==> src/rtl/hub75_pkg.sv <==
// Shared types and pixel-word layout for the HUB75 scan-out engine.
// Pixel word: [23:0] upper pixel, [47:24] lower pixel, each R[23:16] G[15:8] B[7:0].
package hub75_pkg;

  typedef enum logic [2:0] {
    S_IDLE,
    S_PREFETCH,
    S_SHIFT,
    S_LATCH,
    S_DISPLAY,
    S_DEAD,
    S_DONE
  } state_t;

  localparam int PIX_BITS  = 8;
  localparam int UPPER_LSB = 0;
  localparam int LOWER_LSB = 24;
  localparam int R_OFS     = 16;
  localparam int G_OFS     = 8;
  localparam int B_OFS     = 0;

  // Position of each colour bit on the 6-bit panel data bus {r0,g0,b0,r1,g1,b1}
  localparam int RGB_R0 = 5;
  localparam int RGB_G0 = 4;
  localparam int RGB_B0 = 3;
  localparam int RGB_R1 = 2;
  localparam int RGB_G1 = 1;
  localparam int RGB_B1 = 0;

  function automatic logic [5:0] bcm_slice(input logic [63:0] word, input logic [2:0] bit_idx);
    logic [5:0] rgb;
    rgb         = '0;
    rgb[RGB_R0] = word[6'(UPPER_LSB + R_OFS + int'(bit_idx))];
    rgb[RGB_G0] = word[6'(UPPER_LSB + G_OFS + int'(bit_idx))];
    rgb[RGB_B0] = word[6'(UPPER_LSB + B_OFS + int'(bit_idx))];
    rgb[RGB_R1] = word[6'(LOWER_LSB + R_OFS + int'(bit_idx))];
    rgb[RGB_G1] = word[6'(LOWER_LSB + G_OFS + int'(bit_idx))];
    rgb[RGB_B1] = word[6'(LOWER_LSB + B_OFS + int'(bit_idx))];
    return rgb;
  endfunction

endpackage

==> src/rtl/hub75_scan_reader_if.sv <==
// Read port of the simple-dual-port line buffer (1-cycle read latency).
// master = scan reader issuing addresses, slave = buffer returning data.
interface hub75_scan_reader_if;
  logic [7:0]  rd_adr;
  logic        rd_ce;
  logic        rd_oce;
  logic [63:0] rd_dout;

  modport master (output rd_adr, output rd_ce, output rd_oce, input rd_dout);
  modport slave  (input rd_adr, input rd_ce, input rd_oce, output rd_dout);
endinterface

==> src/rtl/hub75_bcm_timer.sv <==
// Loadable down-counter timing BCM display windows (BASE_CYCLES << plane)
// and blanking windows (DEAD_CYCLES); expire is high in the last counted cycle.
module hub75_bcm_timer #(
  parameter int PLANES      = 8,
  parameter int BASE_CYCLES = 4,
  parameter int DEAD_CYCLES = 2
) (
  input  logic       clk,
  input  logic       reset,
  input  logic       load,
  input  logic       dead_sel,
  input  logic [2:0] plane,
  output logic       expire
);

  localparam int DISP_MAX = BASE_CYCLES << (PLANES - 1);
  localparam int LEN_MAX  = (DEAD_CYCLES > DISP_MAX) ? DEAD_CYCLES : DISP_MAX;
  localparam int CNT_W    = $clog2(LEN_MAX) + 1;

  logic [CNT_W-1:0] cnt_q, cnt_d;

  always_comb begin
    cnt_d = cnt_q;
    if (load) begin
      cnt_d = dead_sel ? CNT_W'(DEAD_CYCLES) : (CNT_W'(BASE_CYCLES) << plane);
    end else if (cnt_q != '0) begin
      cnt_d = cnt_q - CNT_W'(1);
    end
  end

  always_ff @(posedge clk) begin
    if (reset) begin
      cnt_q <= '0;
    end else begin
      cnt_q <= cnt_d;
    end
  end

  assign expire = (cnt_q == CNT_W'(1));

endmodule

==> src/rtl/hub75_scan_reader.sv <==
// HUB75 row-pair scan-out: fetches pixel words from the line buffer and emits BCM bit planes.
// Optional macro HUB75_DEAD_TIME_EN inserts DEAD_CYCLES of blanking after every display window.
module hub75_scan_reader
  import hub75_pkg::*;
#(
  parameter int COLS        = 64,
  parameter int PLANES      = 8,
  parameter int BASE_CYCLES = 4,
  parameter int DEAD_CYCLES = 2
) (
  input  logic                       clk,
  input  logic                       reset,
  input  logic                       start,
  input  logic [4:0]                 row_sel,
  output logic                       busy,
  output logic                       done,
  hub75_scan_reader_if.master        sdp,
  output logic [5:0]                 hub_rgb,
  output logic                       hub_clk,
  output logic                       hub_lat,
  output logic                       hub_oe_n,
  output logic [4:0]                 hub_addr
);

  localparam logic [7:0] LAST_COL   = 8'(COLS - 1);
  localparam logic [2:0] LAST_PLANE = 3'(PLANES - 1);

  state_t      state_q, state_d;
  logic [2:0]  plane_q, plane_d;
  logic [7:0]  col_q, col_d;
  logic        phase_q, phase_d;
  logic [4:0]  row_q, row_d;

  logic        busy_q, busy_d;
  logic        done_q, done_d;
  logic [7:0]  rd_adr_q, rd_adr_d;
  logic        rd_ce_q, rd_ce_d;
  logic [5:0]  hub_rgb_q, hub_rgb_d;
  logic        hub_clk_q, hub_clk_d;
  logic        hub_lat_q, hub_lat_d;
  logic        hub_oe_n_q, hub_oe_n_d;
  logic [4:0]  hub_addr_q, hub_addr_d;

  logic        tmr_load, tmr_dead, tmr_expire;
  logic [2:0]  bit_idx;

  hub75_bcm_timer #(
    .PLANES      (PLANES),
    .BASE_CYCLES (BASE_CYCLES),
    .DEAD_CYCLES (DEAD_CYCLES)
  ) u_timer (
    .clk      (clk),
    .reset    (reset),
    .load     (tmr_load),
    .dead_sel (tmr_dead),
    .plane    (plane_q),
    .expire   (tmr_expire)
  );

  // Planes are MSB-aligned: with fewer than 8 planes the low colour bits are dropped
  assign bit_idx = 3'(PIX_BITS - PLANES + int'(plane_q));

  always_comb begin
    state_d   = state_q;
    plane_d   = plane_q;
    col_d     = col_q;
    phase_d   = phase_q;
    row_d     = row_q;
    hub_rgb_d = hub_rgb_q;
    tmr_load  = 1'b0;
    tmr_dead  = 1'b0;

    case (state_q)
      S_IDLE: begin
        if (start) begin
          row_d   = row_sel;
          plane_d = '0;
          col_d   = '0;
          state_d = S_PREFETCH;
        end
      end
      S_PREFETCH: begin
        col_d   = '0;
        phase_d = 1'b0;
        state_d = S_SHIFT;
      end
      S_SHIFT: begin
        if (!phase_q) begin
          hub_rgb_d = bcm_slice(sdp.rd_dout, bit_idx);
          phase_d   = 1'b1;
        end else begin
          phase_d = 1'b0;
          if (col_q == LAST_COL) begin
            state_d = S_LATCH;
          end else begin
            col_d = col_q + 8'd1;
          end
        end
      end
      S_LATCH: begin
        tmr_load = 1'b1;
        state_d  = S_DISPLAY;
      end
      S_DISPLAY: begin
        if (tmr_expire) begin
`ifdef HUB75_DEAD_TIME_EN
          tmr_load = 1'b1;
          tmr_dead = 1'b1;
          state_d  = S_DEAD;
`else
          if (plane_q == LAST_PLANE) begin
            state_d = S_DONE;
          end else begin
            plane_d = plane_q + 3'd1;
            state_d = S_PREFETCH;
          end
`endif
        end
      end
`ifdef HUB75_DEAD_TIME_EN
      S_DEAD: begin
        if (tmr_expire) begin
          if (plane_q == LAST_PLANE) begin
            state_d = S_DONE;
          end else begin
            plane_d = plane_q + 3'd1;
            state_d = S_PREFETCH;
          end
        end
      end
`endif
      S_DONE: begin
        state_d = S_IDLE;
      end
      default: begin
        state_d = S_IDLE;
      end
    endcase
  end

  // Pin outputs are registered from the next state so each pin level lines up with its state cycle
  always_comb begin
    busy_d     = (state_d != S_IDLE) && (state_d != S_DONE);
    done_d     = (state_d == S_DONE);
    hub_clk_d  = (state_d == S_SHIFT) && phase_d;
    hub_lat_d  = (state_d == S_LATCH);
    hub_oe_n_d = (state_d != S_DISPLAY);
    rd_ce_d    = 1'b0;
    rd_adr_d   = rd_adr_q;
    hub_addr_d = hub_addr_q;

    if (state_d == S_PREFETCH) begin
      rd_ce_d  = 1'b1;
      rd_adr_d = '0;
    end else if ((state_d == S_SHIFT) && phase_d && (col_d < LAST_COL)) begin
      rd_ce_d  = 1'b1;
      rd_adr_d = col_d + 8'd1;
    end

    if ((state_d == S_LATCH) && (plane_d == '0)) begin
      hub_addr_d = row_d;
    end
  end

  always_ff @(posedge clk) begin
    if (reset) begin
      state_q    <= S_IDLE;
      plane_q    <= '0;
      col_q      <= '0;
      phase_q    <= 1'b0;
      busy_q     <= 1'b0;
      done_q     <= 1'b0;
      rd_adr_q   <= '0;
      rd_ce_q    <= 1'b0;
      hub_rgb_q  <= '0;
      hub_clk_q  <= 1'b0;
      hub_lat_q  <= 1'b0;
      hub_oe_n_q <= 1'b1;
      hub_addr_q <= '0;
    end else begin
      state_q    <= state_d;
      plane_q    <= plane_d;
      col_q      <= col_d;
      phase_q    <= phase_d;
      busy_q     <= busy_d;
      done_q     <= done_d;
      rd_adr_q   <= rd_adr_d;
      rd_ce_q    <= rd_ce_d;
      hub_rgb_q  <= hub_rgb_d;
      hub_clk_q  <= hub_clk_d;
      hub_lat_q  <= hub_lat_d;
      hub_oe_n_q <= hub_oe_n_d;
      hub_addr_q <= hub_addr_d;
    end
  end

  always_ff @(posedge clk) begin
    row_q <= row_d;
  end

  assign busy       = busy_q;
  assign done       = done_q;
  assign sdp.rd_adr = rd_adr_q;
  assign sdp.rd_ce  = rd_ce_q;
  assign sdp.rd_oce = 1'b1;
  assign hub_rgb    = hub_rgb_q;
  assign hub_clk    = hub_clk_q;
  assign hub_lat    = hub_lat_q;
  assign hub_oe_n   = hub_oe_n_q;
  assign hub_addr   = hub_addr_q;

endmodule

==> src/flat_wrapper.sv <==
// flat-port wrapper written by rule: the top's interface ports become plain ports
module hub75_scan_reader_flat import hub75_pkg::*;
#(
  parameter int COLS        = 64,
  parameter int PLANES      = 8,
  parameter int BASE_CYCLES = 4,
  parameter int DEAD_CYCLES = 2
)
  (clk, reset, start, row_sel, busy, done, hub_rgb, hub_clk, hub_lat, hub_oe_n, hub_addr, sdp_rd_adr, sdp_rd_ce, sdp_rd_oce, sdp_rd_dout);
  hub75_scan_reader_if sdp_i ();
  input  logic clk;
  input  logic reset;
  input  logic start;
  input  logic [4:0] row_sel;
  output logic busy;
  output logic done;
  output logic [5:0] hub_rgb;
  output logic hub_clk;
  output logic hub_lat;
  output logic hub_oe_n;
  output logic [4:0] hub_addr;
  output wire logic [$bits(sdp_i.rd_adr)-1:0] sdp_rd_adr;
  output wire logic [$bits(sdp_i.rd_ce)-1:0] sdp_rd_ce;
  output wire logic [$bits(sdp_i.rd_oce)-1:0] sdp_rd_oce;
  input wire logic [$bits(sdp_i.rd_dout)-1:0] sdp_rd_dout;
  assign sdp_rd_adr = sdp_i.rd_adr;
  assign sdp_rd_ce = sdp_i.rd_ce;
  assign sdp_rd_oce = sdp_i.rd_oce;
  assign sdp_i.rd_dout = sdp_rd_dout;
  hub75_scan_reader #(.COLS(COLS), .PLANES(PLANES), .BASE_CYCLES(BASE_CYCLES), .DEAD_CYCLES(DEAD_CYCLES)) u_core (.clk(clk), .reset(reset), .start(start), .row_sel(row_sel), .busy(busy), .done(done), .sdp(sdp_i), .hub_rgb(hub_rgb), .hub_clk(hub_clk), .hub_lat(hub_lat), .hub_oe_n(hub_oe_n), .hub_addr(hub_addr));
endmodule
==> config.mk <==
export PLATFORM = sky130hd
export DESIGN_NAME = hub75_scan_reader_flat
export DESIGN_NICKNAME = d
export VERILOG_FILES = /design/src/rtl/hub75_pkg.sv /design/src/rtl/hub75_scan_reader_if.sv /design/src/rtl/hub75_bcm_timer.sv /design/src/rtl/hub75_scan_reader.sv /design/src/flat_wrapper.sv
export SDC_FILE = /design/constraint.sdc
export NUM_CORES = 1
export LEC_CHECK = 0
export BUFFER_PORTS_ARGS = -buffer_cell sky130_fd_sc_hd__buf_2
export CORE_ASPECT_RATIO = 1.2
export CORE_MARGIN = 8
export CORE_UTILIZATION = 50
export CTS_CLUSTER_DIAMETER = 80
export DETAILED_ROUTE_END_ITERATION = 12
export GPL_TIMING_DRIVEN = 0
export PLACE_DENSITY = 0.79
export SYNTH_ARGS = -nofsm -noshare
export SYNTH_HDL_FRONTEND = slang
export SYNTH_HIERARCHICAL = 1
export SYNTH_SLANG_ARGS = --single-unit
==> constraint.sdc <==
create_clock -name clk -period 3.31 [get_ports clk]
set_clock_uncertainty 0.15 [all_clocks]
set_input_delay 0 -clock clk [delete_from_list [all_inputs] [get_ports clk]]
set_output_delay 0 -clock clk [all_outputs]
set_load 0.005 [all_outputs]
==> results of run 1 <==
-- synthesized netlist by cell type (all sizes together) (2+ instances only) --
master   n
dfxtp   55
nor2    36
nand2   21
a21oi   19
mux2i   16
nor3    16
nand3   15
mux4    12
o21ai   12
clkbuf  11
inv     11
and3    10
a211oi   7
a21o     7
buf      7
a31oi    6
nor2b    6
ha       5
mux2     5
nand2b   4
nor3b    4
nor4     4
and2     3
nand4    3
or3      3
xnor2    3
xor2     3
a22oi    2
a32oi    2
a41oi    2
conb     2
o211a    2
o211ai   2
o21a     2
o21bai   2
o22ai    2
o31ai    2
or3b     2
or4      2
-- power breakdown --
part / switching, W / internal (W) / total, W / leakage, nW
registers: 0.0000755 / 0.000742 / 0.000817 / 0.449
clock network: 0.000216 / 0.000148 / 0.000364 / 0.0402
logic: 0.000291 / 0.000271 / 0.000562 / 1.09
total: 0.000583 / 0.00116 / 0.00174 / 1.58
-- routing by layer --
metal  global-route usage (%)  part of all wire [%]  vias to the layer above
li1                         -                     -                     1421
met5                        0                     0                        -
met2                     33.5                    53                       74
met3                     3.78                   4.9                       11
met1                     21.0                    41                     1346
met4                     4.77                   1.2                        0
-- cell type report --
| class | instances | area share, % |
|---|---|---|
| buffer | 18 | 2.24 |
| clock buffer | 5 | 1.84 |
| clock inverter | 3 | 0.534 |
| inverter | 11 | 1.10 |
| multi-input combinational | 254 | 49.9 |
| sequential | 55 | 29.4 |
| tap | 82 | 2.74 |
| timing repair buffer | 86 | 12.3 |
-- state kept, by name (all words and copies together) (netlist names) --
name	cells
u_core/hub_lat	1
u_core/hub_rgb	6
u_core/sdp.rd_ce	1
u_core/col_q	8
u_core/state_q	3
u_core/sdp.rd_adr	8
u_core/u_timer/cnt_q	10
u_core/plane_q	3
u_core/hub_clk	1
u_core/phase_q	1
u_core/hub_addr	5
u_core/done	1
u_core/busy	1
u_core/hub_oe_n	1
u_core/row_q	5
-- final timing paths --
kind | to | slack [ns] | cells past startpoint
worst max-delay path | u_core/hub_addr[0] | 0.45 | 9
worst min-delay path | u_core/busy | 0.05 | 4
worst max register to register | u_core/hub_addr[0] | 0.45 | 9
worst min register to register | u_core/sdp.rd_adr[3] | 0.31 | 2
-- critical path: stages (launching register included) --
cell and delay, ns:
dfxtp_1 0.39, nor4_4 0.50, and3_2 0.28, clkbuf_1 0.27, nand2_1 0.16, mux2i_1 0.17, o2bb2ai_1 0.14, nor3_4 0.36
mux2i_1 0.23, nor2_1 0.07
-- kinds of logic after synthesis --
family          share of synthesized area (%)
simple gates                             24.0
compound gates                           16.5
flops                                    35.7
mux                                      15.8
buf+inv                                  4.05
xor+xnor                                 1.70
fa+ha+maj                                2.03
other cells                             0.243
-- metrics by stage --
step           utilization (%)  power (W)
2_1_floorplan                -    0.00124
3_3_place_gp              59.8    0.00137
3_5_place_dp              59.8    0.00139
4_1_cts                   62.3    0.00176
5_1_grt                   62.3    0.00186
6_report                  62.3    0.00174
-- what timing repair did --
item	in CTS	in global routing
hold buffers	6	0
buffers inserted	0	0
endpoints found under the hold margin	14	0
==> flow_summary_export.csv, run 1 <==
group,metric,value,unit
status,outcome,"completed",
cells_and_area,nNetsFinal,508,
die,rows,31,
sta,timing.final.hold_violations,0,
yosys,synth-seq-cells,55,
die,dieArea,0.00895,mm2
yosys,synth_top_area_share,35.7,%
yosys,synth_area,0.00309,mm2
sta,rsz0062_at_grt,"no",
yosys,yosysSeqAreaShare,35.7,%
die,die_w,87.7,um
global_routing,grt_pass1_vias,2770,
cells_and_area,nFillCells,531,
place,port_buffers,80,
clock_network,htree_levels,2,
place,gp_congestion,0.881,
yosys,synth_edf_count,0,
sta,fin_setup_tns,0,ns
cells_and_area,final_cell_mix,"buf_2 (84), dfxtp_1 (55), nor2_1 (36)",
clock_network,cts_resized,0,
sta,maxSlewHeadroom,57.5,%
global_routing,grt_max_degree,18,
place,dp_hpwl,6.40,mm
sta,min_period,2.86,ns
worst_setup_path,cp_max_fo,9,
die,start_util,51.3,%
worst_setup_path,worst-setup-path-type,"register to register",
place,place_area,0.00360,mm2
drt,ant_nets,0,
yosys,synth.avg_cell_area,9.19,um2
cells_and_area,drive_gt1_share,29.9,%
worst_setup_path,cp-start-kind,"register",
sta,layout_setup_ws,0.449,ns
global_routing,antenna_found_initial,0,
cells_and_area,multi_input_area,0.00187,mm2
min_path,hp-start,"start",
drt,drt-initial-drc-count,144,
global_routing,grt_overflow_total,0,
cells_and_area,antenna_cells,0,
clock_network,cts-buffers-inserted,5,
cells_and_area,final_common_cell,"buf_2",
power,ir_worst_vdd,0.322,mV
sta,maxSlewViolCount,0,
global_routing,grt_pass1_wl,13.1,mm
worst_setup_path,r2r_start,"u_core/u_timer/cnt_q[2]",
sta,finalSetupViolCount,0,
yosys,yosysWarnings,6,
die,die_y,102,um
worst_setup_path,startpoint,"u_core/u_timer/cnt_q[2]",
yosys,yosysTopAreaCell,"dfxtp_1",
clock_network,cts_tree,"yes",
sta,worst_slew_pin_slew,0.637,ns
drt,drc,0,
worst_setup_path,cp.required,3.33,ns
global_routing,grt_use_total,18.4,%
worst_setup_path,crit_path_end_kind,"register",
yosys,synth_ff_type,"dfxtp_1",
power,p_per_area,465,mW/mm2
yosys,synthTopCellsByArea,"dfxtp_1 (36%), mux4_2 (8.8%), mux2i_1 (5.2%)",
clock_network,clock_sinks,55,
clock_network,insertion_delay,0.30,ns
drt,wl_per_cell,15.6,um
cells_and_area,fin_cells,514,
worst_setup_path,crit_arrival,2.88,ns
cells_and_area,area_delta_synth_final,21.4,%
yosys,syn_inst,336,
drt,viasPerCell,5.55,
drt,drt-pass1-iter-count,5,
drt,dr_total_vias,2852,
place,preCtsSetupSlack,0.491,ns
power,p_leak,1.58,nW
die,io_pins,98,
cells_and_area,ff_latch_area,0.00110,mm2
sta,period_share,86.5,%
die,core_area,0.00601,mm2
yosys,ys_types,65,
yosys,async_flop_share,0,%
min_path,hp-class,"primary input to register",
clock_network,cts_buffer_depth,2,
clock_network,clk_pin_slew_worst_paths,0.10,ns
sta,fmax,0.349,GHz
clock_network,cts_root_buffer,"clkbuf_8",
cells_and_area,stdcell_area,0.00375,mm2
place,dp_cells,500,
flow_run,max-cap-violations,0,
sta,whs,0.0512,ns
drt,wirelength,8.02,mm
No activity file was read; power rests on OpenSTA's default activity.
==> inputs of run 2 (changes only) <==
- CORE_MARGIN: 8 -> 3
- clock period: 3.31 -> 3.06 ns (I/O delays scaled with it)
==> run 2 against run 1 <==
Against the previous run: clock power rose by 35%; utilization rose by 2.9 points; via count fell by 0.25%; cell count rose by 0.19%; register-to-register slack got worse by 0.17 ns; die area fell by 20%; critical path depth did not move; setup slack got worse by 0.17 ns; first-iteration DRC count rose by 3.5%; fmax rose by 2.8%; critical path type unchanged; critical endpoint is now u_core/hub_addr[1]; wire length fell by 4.8%; global-route usage rose by 3.6 points.
==> flow_summary_export.csv, run 2 (synthesis gave the netlist of run 1 again) <==
group,metric,value,unit
status,outcome,"completed",
die,die_y,92.1,um
global_routing,grt_pass1_vias,2775,
sta,finalSetupViolCount,0,
min_path,min_to,"u_core/busy",
die,rows,30,
worst_setup_path,r2r_start,"u_core/u_timer/cnt_q[6]",
worst_setup_path,cp-start-kind,"register",
power,total_power,0.00205,W
drt,drt-pass1-iter-count,5,
sta,worst_slew_pin_slew,0.597,ns
cells_and_area,largest_register_ffs,10,
worst_setup_path,crit_path_frequent_cell,"mux2i_1",
clock_network,clock_sinks,55,
sta,timing.final.hold_violations,0,
cells_and_area,largest_register,"u_core/u_timer/cnt_q",
drt,drt-initial-drc-count,149,
worst_setup_path,cp.required,3.08,ns
flow_run,max-cap-violations,0,
clock_network,cts_buffer_depth,2,
worst_setup_path,rrSetupSlack,0.28,ns
place,port_buffers,80,
drt,wirelength,7.64,mm
cells_and_area,nNetsFinal,511,
drt,drc,0,
worst_setup_path,cp_max_fo,8,
drt,wl_met1,3.33,mm
drt,routed-wl-met2,3.88,mm
drt,ant_nets,0,
global_routing,grt_overflow_total,0,
sta,rsz0062_at_grt,"no",
clock_network,cts_resized,0,
power,ir_worst_vdd,0.335,mV
die,io_pins,98,
place,dp_hpwl,5.75,mm
worst_setup_path,r2r_end,"u_core/hub_addr[1]",
clock_network,htree_levels,2,
drt,viasPerCell,5.52,
sta,period_share,90.9,%
sta,fmax,0.359,GHz
min_path,hold_depth,4,
worst_setup_path,max_stage_delay,0.43,ns
min_path,hp-class,"primary input to register",
cells_and_area,final_cell_mix,"buf_2 (84), dfxtp_1 (55), nor2_1 (36)",
die,core_area,0.00582,mm2
die,dieArea,0.00716,mm2
drt,route.met3.wl,340,um
worst_setup_path,slowest_stage,"nor4_1",
global_routing,grt_use_total,22.0,%
die,die_w,77.7,um
worst_setup_path,worst-setup-path-type,"register to register",
power,p_leak,1.62,nW
cells_and_area,drive_gt1_share,30.3,%
sta,min_period,2.78,ns
clock_network,cts-buffers-inserted,5,
clock_network,clk_pin_slew_worst_paths,0.10,ns
clock_network,insertion_delay,0.30,ns
sta,maxSlewHeadroom,60.2,%
die,start_util,53.1,%
clock_network,cts_tree,"yes",
drt,dr_total_vias,2845,
worst_setup_path,crit_path_end_kind,"register",
cells_and_area,antenna_cells,0,
global_routing,grt_pass1_wl,13.0,mm
min_path,hp-start,"start",
global_routing,antenna_found_initial,0,
power,p_per_area,540,mW/mm2
cells_and_area,final_common_cell,"buf_2",
global_routing,grt_max_degree,17,
drt,highest_layer,"met4",
worst_setup_path,path_cells,"nor4_1, and3_2, clkbuf_1, nand2_1, mux2i_1, o2bb2ai_1, nor3_4, mux2i_1, nor2_1",
clock_network,cts_root_buffer,"clkbuf_8",
cells_and_area,area_delta_synth_final,22.9,%
sta,fin_setup_tns,0,ns
sta,maxSlewViolCount,0,
drt,wl_per_cell,14.8,um
worst_setup_path,crit_arrival,2.81,ns
worst_setup_path,rr_worst_depth,9,
place,gp_congestion,0.814,
-- run 2: layer usage --
metal	track usage, %	vias up
met5	0	-
met4	6.38	0
met3	3.93	10
met2	37.8	72
met1	27.9	1337
li1	-	1426
-- run 2: repair_timing --
item | 4_1_cts | 5_1_grt
hold buffers | 6 | 0
hold endpoints to repair | 16 | 0
setup endpoints to repair | 0 | 4
setup buffers | 0 | 3
-- run 2: worst max-delay path by stage --
| stage | cells past startpoint | start | to |
|---|---|---|---|
| after floorplan | 9 | u_core/u_timer/cnt_q[2] | u_core/hub_addr[0] |
| after global placement | 9 | u_core/u_timer/cnt_q[2] | u_core/hub_addr[2] |
| after detailed placement | 9 | u_core/u_timer/cnt_q[2] | u_core/hub_addr[1] |
| after CTS | 9 | u_core/u_timer/cnt_q[2] | u_core/hub_addr[1] |
| after global routing | 9 | u_core/u_timer/cnt_q[6] | u_core/hub_addr[1] |
| final | 9 | u_core/u_timer/cnt_q[6] | u_core/hub_addr[1] |
-- run 2: worst max-delay path, delay by kind of cell (launching register included) --
family | cells | cell delay (ns)
flip-flops | 1 | 0.38
multiplexers | 2 | 0.44
AND/OR/NAND/NOR | 5 | 1.28
AO/OA/AOI/OAI | 1 | 0.14
buffers and inverters | 1 | 0.26
-- run 2: report_power, final --
group | internal [W] | total, W | switching (W)
registers | 0.000802 | 0.000887 | 0.0000851
clock network | 0.000265 | 0.000493 | 0.000228
logic | 0.000332 | 0.000668 | 0.000336
-- run 2: area by class of cell --
| type | instances | area, um2 |
|---|---|---|
| Inverter | 11 | 41.3 |
| Fill cell | 485 | 2020 |
| Sequential cell | 55 | 1100 |
| Tap cell | 80 | 100 |
| Clock inverter | 2 | 35.0 |
| Buffer | 18 | 83.8 |
| Timing Repair Buffer | 89 | 483 |
| Multi-Input combinational cell | 254 | 1870 |
| Clock buffer | 6 | 82.6 |
-- run 2: per-stage QoR --
step | setup WS, ns | cell area, um2 | instances | util, % | hold slack, ns
floorplan | 0.614 | 3090 | 338 | - | -0.0733
global placement | 0.318 | 3590 | 498 | 61.8 | 0.0952
detailed placement | 0.233 | 3590 | 498 | 61.8 | 0.0999
CTS | 0.168 | 3770 | 512 | 64.8 | 0.0283
global route | 0.0353 | 3790 | 515 | 65.2 | 0.0834
finish | 0.277 | 3790 | 515 | 65.2 | 0.0382
